===== src/rtl/decode_stage.sv =====
// decode_stage
//   Pipeline decode stage between fetch and execute. It holds the 8-entry
//   register file, sequences two-word (immediate) instructions, detects
//   load-use hazards and loads the ID/EX pipeline register.
//
//   Optional feature (macro DECODE_WB_BYPASS_EN): when defined, a register
//   read that matches the write-back index in the same cycle returns
//   wb_data. When undefined, the read returns the stored value.
//
// Ports
//   clk, reset          clock; async active-low reset
//   instruction_r       fetch instruction register
//   pc_plus_one_r       fetch pc+1 register
//   flush               branch-taken squash from execute
//   wb_en/addr/data     register-file write port from write-back
//   stall_fetch         combinational hold request to fetch
//   ex_*                ID/EX pipeline register contents
module decode_stage #(
  parameter int DATA_WIDTH = 16,
  parameter int PC_WIDTH   = 32
) (
  input  logic                  clk,
  input  logic                  reset,
  input  logic [15:0]           instruction_r,
  input  logic [PC_WIDTH-1:0]   pc_plus_one_r,
  input  logic                  flush,
  input  logic                  wb_en,
  input  logic [2:0]            wb_addr,
  input  logic [DATA_WIDTH-1:0] wb_data,
  output logic                  stall_fetch,
  output logic                  ex_valid,
  output logic [4:0]            ex_opcode,
  output logic [2:0]            ex_rdst,
  output logic [2:0]            ex_rsrc1,
  output logic [2:0]            ex_rsrc2,
  output logic [DATA_WIDTH-1:0] ex_rdata1,
  output logic [DATA_WIDTH-1:0] ex_rdata2,
  output logic [DATA_WIDTH-1:0] ex_immediate,
  output logic [PC_WIDTH-1:0]   ex_pc_plus_one,
  output logic                  ex_reg_write,
  output logic                  ex_mem_read,
  output logic                  ex_mem_write
);

  typedef enum logic {IDLE = 1'b0, GET_IMM = 1'b1} state_t;

  typedef struct packed {
    logic                  valid;
    logic [4:0]            opcode;
    logic [2:0]            rdst;
    logic [2:0]            rsrc1;
    logic [2:0]            rsrc2;
    logic [DATA_WIDTH-1:0] rdata1;
    logic [DATA_WIDTH-1:0] rdata2;
    logic [DATA_WIDTH-1:0] imm;
    logic [PC_WIDTH-1:0]   pc_plus_one;
    logic                  reg_write;
    logic                  mem_read;
    logic                  mem_write;
  } idex_t;

  state_t                state_q;
  logic [15:2]           held_q;   // first word of a two-word instruction
  idex_t                 idex_q, idex_d;
  logic [DATA_WIDTH-1:0] rf_q [8];

  // Word being decoded: the held first word while collecting the immediate
  logic [15:2] dec_w;
  logic [4:0]  dec_op;
  logic [2:0]  rs1, rs2;
  logic [DATA_WIDTH-1:0] rdata1_d, rdata2_d;

  assign dec_w  = (state_q == GET_IMM) ? held_q : instruction_r[15:2];
  assign dec_op = dec_w[15:11];
  assign rs1    = dec_w[7:5];
  assign rs2    = dec_w[4:2];

  always_comb begin
`ifdef DECODE_WB_BYPASS_EN
    rdata1_d = (wb_en && (wb_addr == rs1)) ? wb_data : rf_q[rs1];
    rdata2_d = (wb_en && (wb_addr == rs2)) ? wb_data : rf_q[rs2];
`else
    rdata1_d = rf_q[rs1];
    rdata2_d = rf_q[rs2];
`endif
  end

  always_comb begin
    idex_d             = '0;
    idex_d.valid       = 1'b1;
    idex_d.opcode      = dec_op;
    idex_d.rdst        = dec_w[10:8];
    idex_d.rsrc1       = rs1;
    idex_d.rsrc2       = rs2;
    idex_d.rdata1      = rdata1_d;
    idex_d.rdata2      = rdata2_d;
    // In GET_IMM the incoming word is the immediate, never an instruction
    idex_d.imm         = (state_q == GET_IMM) ? DATA_WIDTH'(instruction_r) : '0;
    idex_d.pc_plus_one = pc_plus_one_r;
    idex_d.reg_write   = ((dec_op[4:3] == 2'b00) && (dec_op != 5'd0)) ||
                         (dec_op[4:3] == 2'b01) || (dec_op == 5'b10000);
    idex_d.mem_read    = (dec_op == 5'b10000);
    idex_d.mem_write   = (dec_op == 5'b10001);
  end

  // Hazard looks at the incoming word; both source fields are compared
  // whether or not the opcode actually uses them.
  logic in_nop, in_two_word, hazard;
  assign in_nop      = (instruction_r == 16'h0000);
  assign in_two_word = (instruction_r[15:14] == 2'b01) || (instruction_r[15:13] == 3'b100);
  assign hazard      = idex_q.mem_read && !in_nop &&
                       ((idex_q.rdst == instruction_r[7:5]) ||
                        (idex_q.rdst == instruction_r[4:2]));
  assign stall_fetch = !flush && (state_q == IDLE) && hazard;

  always_ff @(posedge clk or negedge reset) begin
    if (!reset) begin
      state_q <= IDLE;
      held_q  <= '0;
      idex_q  <= '0;
    end else if (flush) begin
      state_q <= IDLE;
      idex_q  <= '0;
    end else begin
      case (state_q)
        IDLE: begin
          if (hazard || in_nop) begin
            idex_q <= '0;
          end else if (in_two_word) begin
            held_q  <= instruction_r[15:2];
            idex_q  <= '0;
            state_q <= GET_IMM;
          end else begin
            idex_q <= idex_d;
          end
        end
        GET_IMM: begin
          idex_q  <= idex_d;
          state_q <= IDLE;
        end
      endcase
    end
  end

  always_ff @(posedge clk or negedge reset) begin
    if (!reset) begin
      for (int i = 0; i < 8; i++) rf_q[i] <= '0;
    end else if (wb_en) begin
      rf_q[wb_addr] <= wb_data;
    end
  end

  assign ex_valid       = idex_q.valid;
  assign ex_opcode      = idex_q.opcode;
  assign ex_rdst        = idex_q.rdst;
  assign ex_rsrc1       = idex_q.rsrc1;
  assign ex_rsrc2       = idex_q.rsrc2;
  assign ex_rdata1      = idex_q.rdata1;
  assign ex_rdata2      = idex_q.rdata2;
  assign ex_immediate   = idex_q.imm;
  assign ex_pc_plus_one = idex_q.pc_plus_one;
  assign ex_reg_write   = idex_q.reg_write;
  assign ex_mem_read    = idex_q.mem_read;
  assign ex_mem_write   = idex_q.mem_write;

endmodule


===== config.mk =====
export PLATFORM = sky130hd
export DESIGN_NAME = decode_stage
export DESIGN_NICKNAME = d
export VERILOG_FILES = /design/src/rtl/decode_stage.sv
export SDC_FILE = /design/constraint.sdc
export NUM_CORES = 1
export LEC_CHECK = 0
export CORE_ASPECT_RATIO = 0.9
export CORE_UTILIZATION = 58
export DETAILED_ROUTE_END_ITERATION = 8
export PLACE_DENSITY = 0.92
export SLEW_MARGIN = 20
export SYNTH_ARGS = -nofsm -noshare
export SYNTH_HDL_FRONTEND = slang
export SYNTH_SLANG_ARGS = --single-unit

===== constraint.sdc =====
create_clock -name clk -period 5.6 [get_ports clk]
set_input_delay 0.56 -clock clk [delete_from_list [all_inputs] [get_ports clk]]
set_output_delay 0.56 -clock clk [all_outputs]
set_load 0.03 [all_outputs]

# Word level (Yosys, flattened, before mapping)
# Index checks and enable logic that the tools add are counted.
word_totals:
  reg_bits: 241
  in_bits: 71
  output_inout_bits: 99
  elab_cells: 75
classes:
  order_cmp: 4
  eq_ne: 7
  muxes: 19
  bitwise: 6
  reduce_logical: 17
ops:
  columns: ["op", "count"]
  rows:
  - ["2-to-1 mux 98 bit", 3]
  - ["one-hot mux 98 bit (2 select lines)", 1]
  - ["bitwise mux 128 bit", 1]
  - ["binary-select mux 16 bit (select 3 bit)", 2]
  - ["2-to-1 mux 16 bit", 6]
  - ["demux 16 bit (select 3 bit)", 1]
  - ["zero test 16 bit", 1]
  - ["2-to-1 mux 14 bit", 1]
  - ["greater-or-equal comparator 4 bit, second input constant", 3]
  - ["NOT 3 -> 4 bit", 3]
  - ["equality test 5 bit, second input constant", 2]
  - ["equality test 3 bit", 2]
  - ["logical AND 1 bit", 6]
  - ["logical OR 1 bit", 5]
  - ["nonzero test 5 bit", 1]
  - ["equality test 2 x 1 -> 1 bit, second input constant", 2]
  - ["< comparator 4 x 1 -> 1 bit, second input constant", 1]
  - ["AND reduction 4 bit", 1]
  - ["equality test 3 bit, second input constant", 1]
  - ["2-to-1 mux 1 bit", 3]
  - ["NOT 1 bit", 3]
  - ["zero test 1 bit", 2]
  - ["zero test 2 bit", 1]
  - ["one-hot mux 1 bit (2 select lines)", 1]

# Logic depth before layout (Yosys ltp)
# Gate-level depths: netlist of run 1.
logic_depth:
  word_depth: 9
  ltp_mapped: 9
  mapped_depth_nobuf: 6

# Worst setup path before layout of run 1
# OpenSTA, ideal clock, no wires.
synth_timing:
  kind: "input port to output port"
  from: "input port instruction_r[3]"
  to: "output port stall_fetch"
  arrival_time_ns: 1.882
  required_time_ns: 5.040
  setup_slack_ns: 3.158
  stages: 5
  n_path_buf: 1
  cell_sequence: "buf_2 > xnor2_1 > nand4_1 > nand2_1 > nor3b_1"
synth_between:
  elab_chain_len: 5
  word_cells_on_any_way: 7
  classes_between: "eq/ne (1); reduce/logical (6)"
synth_rtl:
  columns: ["item", "line_no", "text"]
  rows:
  - ["start: declaration", "24", "input logic [15:0] instruction_r,"]
  - ["zero test 16 bit", "109", "assign in_nop = (instruction_r == 16'h0000);"]
  - ["zero test 1 bit", "111", "assign hazard = idex_q.mem_read && !in_nop &&"]
  - ["logical AND 1 bit", "111", null]
  - ["logical AND 1 bit *", "111", null]
  - ["logical AND 1 bit *", "114", "assign stall_fetch = !flush && (state_q == IDLE) && hazard;"]
  - ["end: declaration", "30", "output logic stall_fetch,"]
# Mark *: on every way between the ends. The rest lies on a longest branch, timed or not.

# Worst setup path after layout of run 1
# Same ends and word-level chain as after synthesis.

==> metrics.cfg, run 1 <==
[grt]
grt_pass1_vias = 8376
grt_pass1_wl_mm = 45.2
track_usage_pct = 30.6
grt_start_max_net_pins = 127
antenna_found_initial = 0
grt_overflow = 0

[yosys]
yosysTopAreaCell = dfrtp_1
synth_top_area_share_pct = 56.3
yosysWarnings = 0
ys_seq_elements = 241
syn_avg_cell_area_sq_um = 12.5
synth_area_leaders = dfrtp_1 (56%), mux2_2 (15%), mux2i_1 (6.3%)
synth_nets = 932
ys_seq_area_share_pct = 56.3
synthCells = 861
synth_cell_types = 37
syn-cell-area_sq_um = 10700

[clock_network]
cts_sinks = 241
cts_tree = done
cts_root_buffer = clkbuf_16
cts_setup_buffers = 0
numCtsBuffers = 24
clk_latency_ns = 0.52
clk_pin_slew_worst_paths_ns = 0.06
clk_path_buf_depth = 3
ctsHoldBuffers = 0
cts-htree-levels = 1
cts_resized = 0

[sta]
fin_crit_ns = 3.25
fin_skew_ns = 0.0102
rsz0062_at_grt = no
finalCritPeriodShare_pct = 58.0
report.final.slew_viol_count = 0
worstMarginPinSlew_ns = 1.08
fin_hold_ws_ns = 0.149
setup_viol_count_final = 0
fmax_mhz = 308
slew_headroom_pct = 27.7
fin_tns_setup_ns = 0
worst_slack_ns = 2.35
hold_viol = 0

[drt]
via_count = 8011
drtIter0Drc = 947
drc = 0
dr.pass1.iters = 5
vias_per_cell = 6.29
drtAntennaViolNets = 0
wl_per_cell_um = 22.3
wirelength_mm = 28.4

[placed_design]
dpl.cell_count = 1231
placed_area_sq_um = 12600
gp_congestion = 0.804
port_buffers = 169
hpwlAfterDp_mm = 16.5
place_ws_ns = 2.33

[pwr]
p_per_area_nw_per_um2 = 362
ir_drop_mv = 0.217
p_leak_nw = 5.91

[setup_path]
crit_arrival_ns = 2.69
end_kind = output port
criticalPathCategory = in -> out
crit_required_ns = 5.04
startpoint_type = primary input
worstRegToRegCells = 5
critPathMaxFanout = 8

[floorplanning]
fp.dieW_um = 145
ios = 170
die_y_um = 131
floorplan.initialDensity_pct = 60.1
std_cell_rows = 46
die_area_sq_um = 19000
core_area_sq_um = 17800

[outcome]
status = complete, no violations

[final_layout]
synthToLayoutAreaGrowth_pct = 25.1
final_layout_size_suffix_gt1_share_pct = 20.3
final.fill_count = 1098
diodes = 0
regArea_sq_um = 6030
final_cell_area_sq_um = 13400
finalNonFillerCells = 1273
fin_nets = 1090
layout_commonest_cell = dfrtp_1
layout_common_cells = dfrtp_1 (241), clkdlybuf4s50_1 (168), mux2_2 (142), nand2_1 (135), mux2i_1 (65)
multi_input_area_sq_um = 4450

[min_path]
hp-class = in -> async

[flow_run]
cap_violations = 0

[sequential cells by signal, summed over array words and instances (netlist names)]
name	flops
rf_q	128
ex_pc_plus_one	32
ex_immediate	16
ex_rdata1	16
ex_rdata2	16
held_q	14
ex_opcode	5
ex_rdst	3
ex_rsrc1	3
ex_rsrc2	3
ex_mem_read	1
ex_mem_write	1
ex_reg_write	1
ex_valid	1
state_q	1
[worst max-delay path, cell delays in order]
cell and delay [ns]:
clkdlybuf4s50_1 0.73, xnor2_1 0.17, nand4_1 0.16, nand2_1 0.16, nor3b_1 0.19, clkdlybuf4s50_1 0.71
[Yosys cell counts, drive strengths merged]
cell	n
o32ai	4
nor2	9
and3	32
nor3b	4
a31oi	1
mux2	142
nand4	3
nor4	4
a21oi	1
a22o	11
inv	6
o22ai	4
nor2b	2
nand2	135
nor4bb	1
mux2i	67
xnor2	7
buf	25
clkbuf	31
nand4b	4
dfrtp	241
o41a	1
nand3	1
o21ai	3
nand3b	1
a32oi	64
nor3	4
and2	46
nand2b	6
or2	1
[power by group]
part / switching [mW] / internal [mW] / total (mW)
Clock: 0.651 / 0.883 / 1.53
Combinational: 0.561 / 0.508 / 1.07
Sequential: 0.226 / 2.03 / 2.25
[layout make-up]
type                       count  share of cell area, %
timing repair buffer         188                   13.9
inverter                       6                  0.168
sequential                   241                   45.0
clock buffer                  33                   5.04
multi-input combinational    558                   33.2
clock inverter                 7                  0.448
tap                          240                   2.24
[worst paths after layout]
| kind | startpoint | end | slack [ns] |
|---|---|---|---|
| worst min register to register | held_q[9] | ex_rdst[1] | 0.50 |
| min in group clk | held_q[9] | ex_rdst[1] | 0.50 |
| max in group asynchronous | reset | ex_rdata1[14] | 4.29 |
| worst max-delay path | instruction_r[3] | stall_fetch | 2.35 |
| worst min-delay path | reset | ex_pc_plus_one[15] | 0.15 |
| worst max register to register | state_q | ex_rdata1[0] | 2.88 |
[layer usage]
layer	part of all wire (%)	vias to the layer above	GRT usage [%]
met3	9.0	111	6.08
li1	-	3408	-
met5	0	-	0
met4	3.7	0	14.7
met2	49	507	50.8
met1	38	3985	39.2
[kinds of logic (layout without fill, tap and decap cells)]
kind of cell,Yosys count,in the layout,share of synthesized area (%)
AOI/OAI and AO/OA,89,89,7.34
xor gates and xnor gates,7,7,0.572
buffers and inverters,62,234,2.88
DFF,241,241,56.3
muxes,209,209,21.2
and+or+nand+nor,253,253,11.8
[per-stage QoR]
| step | power, mW | utilization, % |
|---|---|---|
| final | 4.86 | 75.1 |
| after detailed placement | 3.31 | 70.9 |
| after floorplan | 2.89 | - |
| after global routing | 5.04 | 75.1 |
| after CTS | 4.86 | 75.0 |
| after global placement | 3.24 | 70.9 |
Note: power is estimated with default switching activity, not from simulation.
==> run 2: changes to the inputs <==
--- a/config.mk
+++ b/config.mk
@@ -6,9 +6,9 @@
 export NUM_CORES = 1
 export LEC_CHECK = 0
 export CORE_ASPECT_RATIO = 0.9
-export CORE_UTILIZATION = 58
+export CORE_UTILIZATION = 54
 export DETAILED_ROUTE_END_ITERATION = 8
-export PLACE_DENSITY = 0.92
+export PLACE_DENSITY = 0.87
 export SLEW_MARGIN = 20
 export SYNTH_ARGS = -nofsm -noshare
 export SYNTH_HDL_FRONTEND = slang
==> constraint.sdc (replaced) <==
create_clock -name clk -period 3.4 [get_ports clk]
set_input_delay 0.34 -clock clk [delete_from_list [all_inputs] [get_ports clk]]
set_output_delay 0.34 -clock clk [all_outputs]
set_load 0.03 [all_outputs]
==> run 2 against run 1 <==
  * Core utilization is 4.7 points lower
  * Register-to-register slack worse by 1.7 ns
  * Via count fell by 1.0%
  * Final area rose by 1.5%
  * Clock power is 90% higher
  * Die area is 7.3% higher
  * Non-clock buffer count up 11
  * Critical path depth stayed put
  * Largest cell class unchanged
  * Highest routed layer unchanged
==> metrics.cfg, run 2 (same netlist as run 1, synthesis figures left out) <==
[sta]
slew_headroom_pct = 39.7  ; +12 points
hold_viol = 0  ; unchanged
rsz0062_at_grt = no
fin_tns_setup_ns = 0  ; unchanged
fin_crit_ns = 2.75
fin_skew_ns = 0.0230  ; +0.0128 ns
worstMarginPinSlew_ns = 0.905  ; -0.176 ns
finalCritPeriodShare_pct = 80.9
fmax_mhz = 364
setup_viol_count_final = 0  ; unchanged
report.final.slew_viol_count = 0  ; unchanged

[grt]
antenna_found_initial = 0  ; unchanged
grt_overflow = 0  ; unchanged
grt_start_max_net_pins = 121  ; -4.7%
grt_pass1_vias = 8058  ; -3.8%
grt_pass1_wl_mm = 43.5  ; -3.7%
track_usage_pct = 27.8  ; -2.8 points

[floorplanning]
core_area_sq_um = 19300  ; +8.4%
fp.dieW_um = 151  ; +3.6%
ios = 170  ; unchanged
floorplan.initialDensity_pct = 55.4  ; -4.6 points
die_y_um = 136  ; +3.6%
die_area_sq_um = 20400  ; +7.3%
std_cell_rows = 48  ; +4.3%

[final_layout]
top_register = rf_q
final_core_util_pct = 70.4  ; -4.7 points
regArea_sq_um = 6030  ; unchanged
layout_commonest_cell = dfrtp_1
layout_common_cells = dfrtp_1 (241), clkdlybuf4s50_1 (168), mux2_2 (142), nand2_1 (135), mux2i_1 (65)
diodes = 0  ; unchanged
final_layout_size_suffix_gt1_share_pct = 21.5  ; +1.2 points
final.fill_count = 1296  ; +18%
synthToLayoutAreaGrowth_pct = 27.0
multi_input_area_sq_um = 4400  ; -1.3%
largest_reg_flops = 128  ; unchanged
fin_nets = 1102  ; +1.1%

[min_path]
whs_endpoint = ex_pc_plus_one[12]
holdPathStages = 2
hp-class = in -> reg
min-delay-start = pc_plus_one_r[12]

[clock_network]
clk_pin_slew_worst_paths_ns = 0.06  ; about the same
clk_path_buf_depth = 3  ; unchanged
cts_tree = done
cts_sinks = 241  ; unchanged
cts_root_buffer = clkbuf_16
cts_setup_buffers = 0  ; unchanged
cts-htree-levels = 1  ; unchanged
clk_latency_ns = 0.53  ; about the same
numCtsBuffers = 25  ; +4.2%

[drt]
drtAntennaViolNets = 0  ; unchanged
met3_length_mm = 2.18  ; -15%
wl_met1_mm = 11.2  ; +2.3%
dr.pass1.iters = 5  ; unchanged
wl_per_cell_um = 21.3  ; -4.8%
via_count = 7929  ; -1.0%
wirelength_mm = 27.6  ; -3.0%
highest_layer = met4
vias_per_cell = 6.11  ; -2.9%
drc = 0  ; unchanged
dr_wl_met2_mm = 13.3  ; -4.1%
drtIter0Drc = 663  ; -30%

[outcome]
status = complete, no violations

[setup_path]
worstRegToRegCells = 7  ; +2
critPathMaxStageDelay_ns = 0.60  ; -0.13 ns
cpMostUsedCell = clkdlybuf4s50_1
crit_arrival_ns = 2.41  ; -0.28 ns
criticalPathCategory = in -> out
rr_endpoint = ex_rdata2[3]
crit_buf_inv = 2  ; unchanged
startpoint_type = primary input
cpMaxStageDelayCell = clkdlybuf4s50_1
critPathMaxFanout = 6  ; -2
rrSetupSlack_ns = 1.14  ; -1.74 ns
r2r-start = ex_rdst[2]
end_kind = output port
critical_path.cell_chain = clkdlybuf4s50_1 -> nor4_1 -> nand3_1 -> nor2_1 -> nor3b_1 -> clkdlybuf4s50_1
cpLargestDelayFamily = buffers and inverters
crit_required_ns = 3.06  ; -1.98 ns

[placed_design]
hpwlAfterDp_mm = 16.3  ; -1.3%
port_buffers = 169  ; unchanged
gp_congestion = 0.778  ; -3.2%

[pwr]
p_per_area_nw_per_um2 = 614  ; +69%
p_leak_nw = 6.03  ; +1.9%
ir_drop_mv = 0.403  ; +86%

[flow_run]
cap_violations = 0  ; unchanged

## run 2: repair_timing
action,in CTS,in global routing
hold buffers,1,0
endpoints found under the hold margin,116,0
resized for setup,0,0
## run 2: where the power goes
| group | internal [mW] | switching (mW) | total, mW |
|---|---|---|---|
| Combinational | 0.849 | 0.919 | 1.77 |
| Clock | 1.81 | 1.10 | 2.91 |
| Sequential | 3.34 | 0.336 | 3.68 |
| Total | 6.00 | 2.36 | 8.36 |
## run 2: area by class of cell
cell class	count	area share (%)
clock buffers	33	5.11
inverters	6	0.165
well taps	250	2.30
flip-flops and latches	241	44.3
clock inverters	10	1.34
multi-input cells	558	32.3
repair buffers	199	14.5
## run 2: how the worst max path moves through the flow
stage,start,endpoint,slack [ns],cells after the start
after floorplan,ex_rdst[0],stall_fetch,1.34,4
after global placement,instruction_r[7],stall_fetch,0.71,6
after detailed placement,instruction_r[7],ex_rdata2[1],0.64,8
after CTS,instruction_r[5],stall_fetch,0.66,6
after global routing,instruction_r[5],stall_fetch,0.54,6
final,instruction_r[5],stall_fetch,0.65,6
## run 2: worst register-to-register path: stages (launching register included)
cell	delay (ns)
dfrtp_1	0.44
xnor2_1	0.15
nand4_1	0.15
nand2_1	0.11
o41a_4	0.50
inv_2	0.40
buf_12	0.25
and3_1	0.19
## run 2: stage by stage
| stage | instances | worst slack [ns] | hold slack (ns) | cell area, sq um | power, mW |
|---|---|---|---|---|---|
| final | 1297 | 0.650 | 0.368 | 13600 | 8.36 |
| after global routing | 1297 | 0.542 | 0.376 | 13600 | 8.68 |
| after CTS | 1297 | 0.655 | 0.358 | 13600 | 8.38 |
| after detailed placement | 1253 | 0.640 | 0.489 | 12700 | 5.44 |
| after global placement | 1253 | 0.706 | 0.472 | 12700 | 5.35 |
| after floorplan | 861 | 1.34 | 0.0444 | 10700 | 4.76 |
## run 2: routing by layer
metal  vias to the layer above  global-route usage [%]
met1                      3999                    37.0
met4                         0                    10.7
li1                       3441                       -
met3                        74                    4.88
met5                         -                       0
met2                       415                    45.3
==> run 3: changes to the inputs <==
--- a/config.mk
+++ b/config.mk
@@ -6,9 +6,9 @@
 export NUM_CORES = 1
 export LEC_CHECK = 0
 export CORE_ASPECT_RATIO = 0.9
-export CORE_UTILIZATION = 54
+export CORE_UTILIZATION = 49
 export DETAILED_ROUTE_END_ITERATION = 8
-export PLACE_DENSITY = 0.87
+export PLACE_DENSITY = 0.84
 export SLEW_MARGIN = 20
 export SYNTH_ARGS = -nofsm -noshare
 export SYNTH_HDL_FRONTEND = slang
==> constraint.sdc (replaced) <==
create_clock -name clk -period 2.3 [get_ports clk]
set_input_delay 0.23 -clock clk [delete_from_list [all_inputs] [get_ports clk]]
set_output_delay 0.23 -clock clk [all_outputs]
set_load 0.03 [all_outputs]
==> run 3 against run 2 <==
  * Die area grew 10%
  * Final area is 3.1% higher
  * Critical path depth fell by 1
  * Hold slack got worse by 0.10 ns
  * Highest routed layer unchanged
  * Sequential power increased by 48%
  * Worst setup slack worse by 0.40 ns
  * Combinational power up 51%
  * Sequential share of layout area fell by 1.3 points
  * Core utilization decreased by 4.0 points
  * Largest power group unchanged
==> metrics.cfg, run 3 (same netlist as run 1, synthesis figures left out) <==
[final_layout]
finalNonFillerCells = 1360  ; +4.9%
diodes = 0  ; unchanged
layout_common_cells = dfrtp_1 (241), clkdlybuf4s50_1 (167), mux2_2 (142), nand2_1 (135), mux2i_1 (65)
top_register = rf_q
final_layout_size_suffix_gt1_share_pct = 23.5  ; +2.0 points
layout_commonest_cell = dfrtp_1
fin_nets = 1126  ; +2.2%
largest_reg_flops = 128  ; unchanged
synthToLayoutAreaGrowth_pct = 30.9

[sta]
worstMarginPinSlew_ns = 0.607  ; -0.298 ns
setup_viol_count_final = 0  ; unchanged
finalCritPeriodShare_pct = 89.3
fmax_mhz = 487
slew_headroom_pct = 59.6  ; +20 points
hold_viol = 0  ; unchanged
fin_tns_setup_ns = 0  ; unchanged
rsz0062_at_grt = no
fin_crit_ns = 2.05
report.final.slew_viol_count = 0  ; unchanged
fin_skew_ns = 0.0146  ; -0.00838 ns
fin_hold_ws_ns = 0.266  ; -0.103 ns

[setup_path]
cpLargestDelayFamily = simple AND/OR/NAND/NOR gates
crit_arrival_ns = 1.82  ; -0.59 ns
end_kind = output port
cpMaxStageDelayCell = dfrtp_1
critical_path.cell_chain = xnor2_1 -> nand4_1 -> nand2_1 -> nor3b_1 -> clkbuf_2
critPathMaxStageDelay_ns = 0.41  ; -0.19 ns
startpoint_type = flip-flop
r2r-start = state_q
crit_buf_inv = 1  ; -1
critPathMaxFanout = 3  ; -3
crit_start = ex_rdst[0]
crit_required_ns = 2.07  ; -0.99 ns
criticalPathCategory = reg -> out

[floorplanning]
core_area_sq_um = 21100  ; +9.3%
std_cell_rows = 50  ; +4.2%
die_area_sq_um = 22500  ; +10%
die_y_um = 142  ; +4.9%
fp.dieW_um = 158  ; +4.9%
ios = 170  ; unchanged
floorplan.initialDensity_pct = 50.7  ; -4.7 points

[pwr]
p_sw_mw = 3.46  ; +47%
p_sw_share_pct = 27.8  ; -0.46 points
p_seq_share_pct = 43.6  ; -0.4 points
comb_power_share_pct = 21.4  ; +0.2 points
p_per_area_nw_per_um2 = 888  ; +45%
ir_drop_mv = 0.539  ; +34%
internal_power_mw = 9.01  ; +50%
p_leak_nw = 6.20  ; +2.9%
power_frac_clock_pct = 35.0  ; about the same

[placed_design]
dpl.cell_count = 1313  ; +4.8%
gp_congestion = 0.870  ; +12%
port_buffers = 169  ; unchanged
hpwlAfterDp_mm = 16.9  ; +3.6%

[clock_network]
cts_root_buffer = clkbuf_16
cts_sinks = 241  ; unchanged
numCtsBuffers = 25  ; unchanged
cts-htree-levels = 1  ; unchanged
cts_setup_buffers = 0  ; unchanged
clk_pin_slew_worst_paths_ns = 0.06  ; about the same
clk_latency_ns = 0.52  ; about the same
clk_path_buf_depth = 3  ; unchanged
cts_tree = done

[grt]
antenna_found_initial = 0  ; unchanged
grt_pass1_wl_mm = 43.5  ; about the same
grt_start_max_net_pins = 76  ; -37%
grt_pass1_vias = 8149  ; +1.1%
track_usage_pct = 25.2  ; -2.5 points
grt_overflow = 0  ; unchanged

[drt]
wirelength_mm = 27.5  ; -0.36%
dr.pass1.iters = 5  ; unchanged
wl_per_cell_um = 20.2  ; -5.0%
vias_per_cell = 5.75  ; -6.0%
via_count = 7817  ; -1.4%
drtIter0Drc = 570  ; -14%
drtAntennaViolNets = 0  ; unchanged
drc = 0  ; unchanged

[min_path]
min-delay-start = pc_plus_one_r[27]
hp-class = in -> reg

[outcome]
status = complete, no violations

[flow_run]
cap_violations = 0  ; unchanged

## run 3: metal layers
| metal | GRT usage (%) | vias up | part of all wire (%) |
|---|---|---|---|
| met1 | 33.3 | 3953 | 42 |
| met4 | 7.82 | 0 | 2.2 |
| li1 | - | 3491 | - |
| met5 | 0 | - | 0 |
| met2 | 42.3 | 322 | 49 |
| met3 | 4.48 | 51 | 6.9 |
## run 3: final cells by class
type | instances | area, sq um
fillers | 1558 | 7110
flip-flops and latches | 241 | 6030
multi-input cells | 558 | 4400
repair buffers | 223 | 2310
clock buffers | 40 | 772
well taps | 286 | 358
clock inverters | 6 | 136
inverters | 6 | 22.5
## run 3: per-stage QoR
step	setup WS [ns]	util [%]	area, sq um	power, mW
finish	0.246	66.4	14000	12.5
global route	0.114	66.4	14000	13.0
CTS	0.0477	66.4	14000	12.5
detailed placement	0.0114	62.0	13100	8.13
global placement	0.0363	62.0	13100	8.01
floorplan	0.346	-	10700	7.03
## run 3: what timing repair did
item                                    4_1_cts  5_1_grt
endpoints found under the setup margin        1        1
resized for setup                             1        3
endpoints found under the hold margin        69        0
hold buffers                                  1        0
## run 3: worst paths after layout
check | slack [ns] | to | cells past startpoint
worst max-delay path | 0.25 | stall_fetch | 5
min in group asynchronous | 0.28 | ex_rdata1[12] | 2
worst max register to register | 0.35 | ex_rdata1[6] | 6
worst min-delay path | 0.27 | ex_pc_plus_one[27] | 2
max in group asynchronous | 1.30 | rf_q[85] | 3
worst min register to register | 0.51 | ex_rdst[1] | 1
## run 3: power groups by stage
| stage | Combinational (mW) | Sequential, mW | Clock (mW) |
|---|---|---|---|
| floorplan | 1.39 | 5.64 | 0 |
| global placement | 2.57 | 5.43 | 0 |
| detailed placement | 2.65 | 5.48 | 0 |
| CTS | 2.68 | 5.42 | 4.43 |
| global route | 2.87 | 5.51 | 4.61 |
| finish | 2.67 | 5.43 | 4.36 |
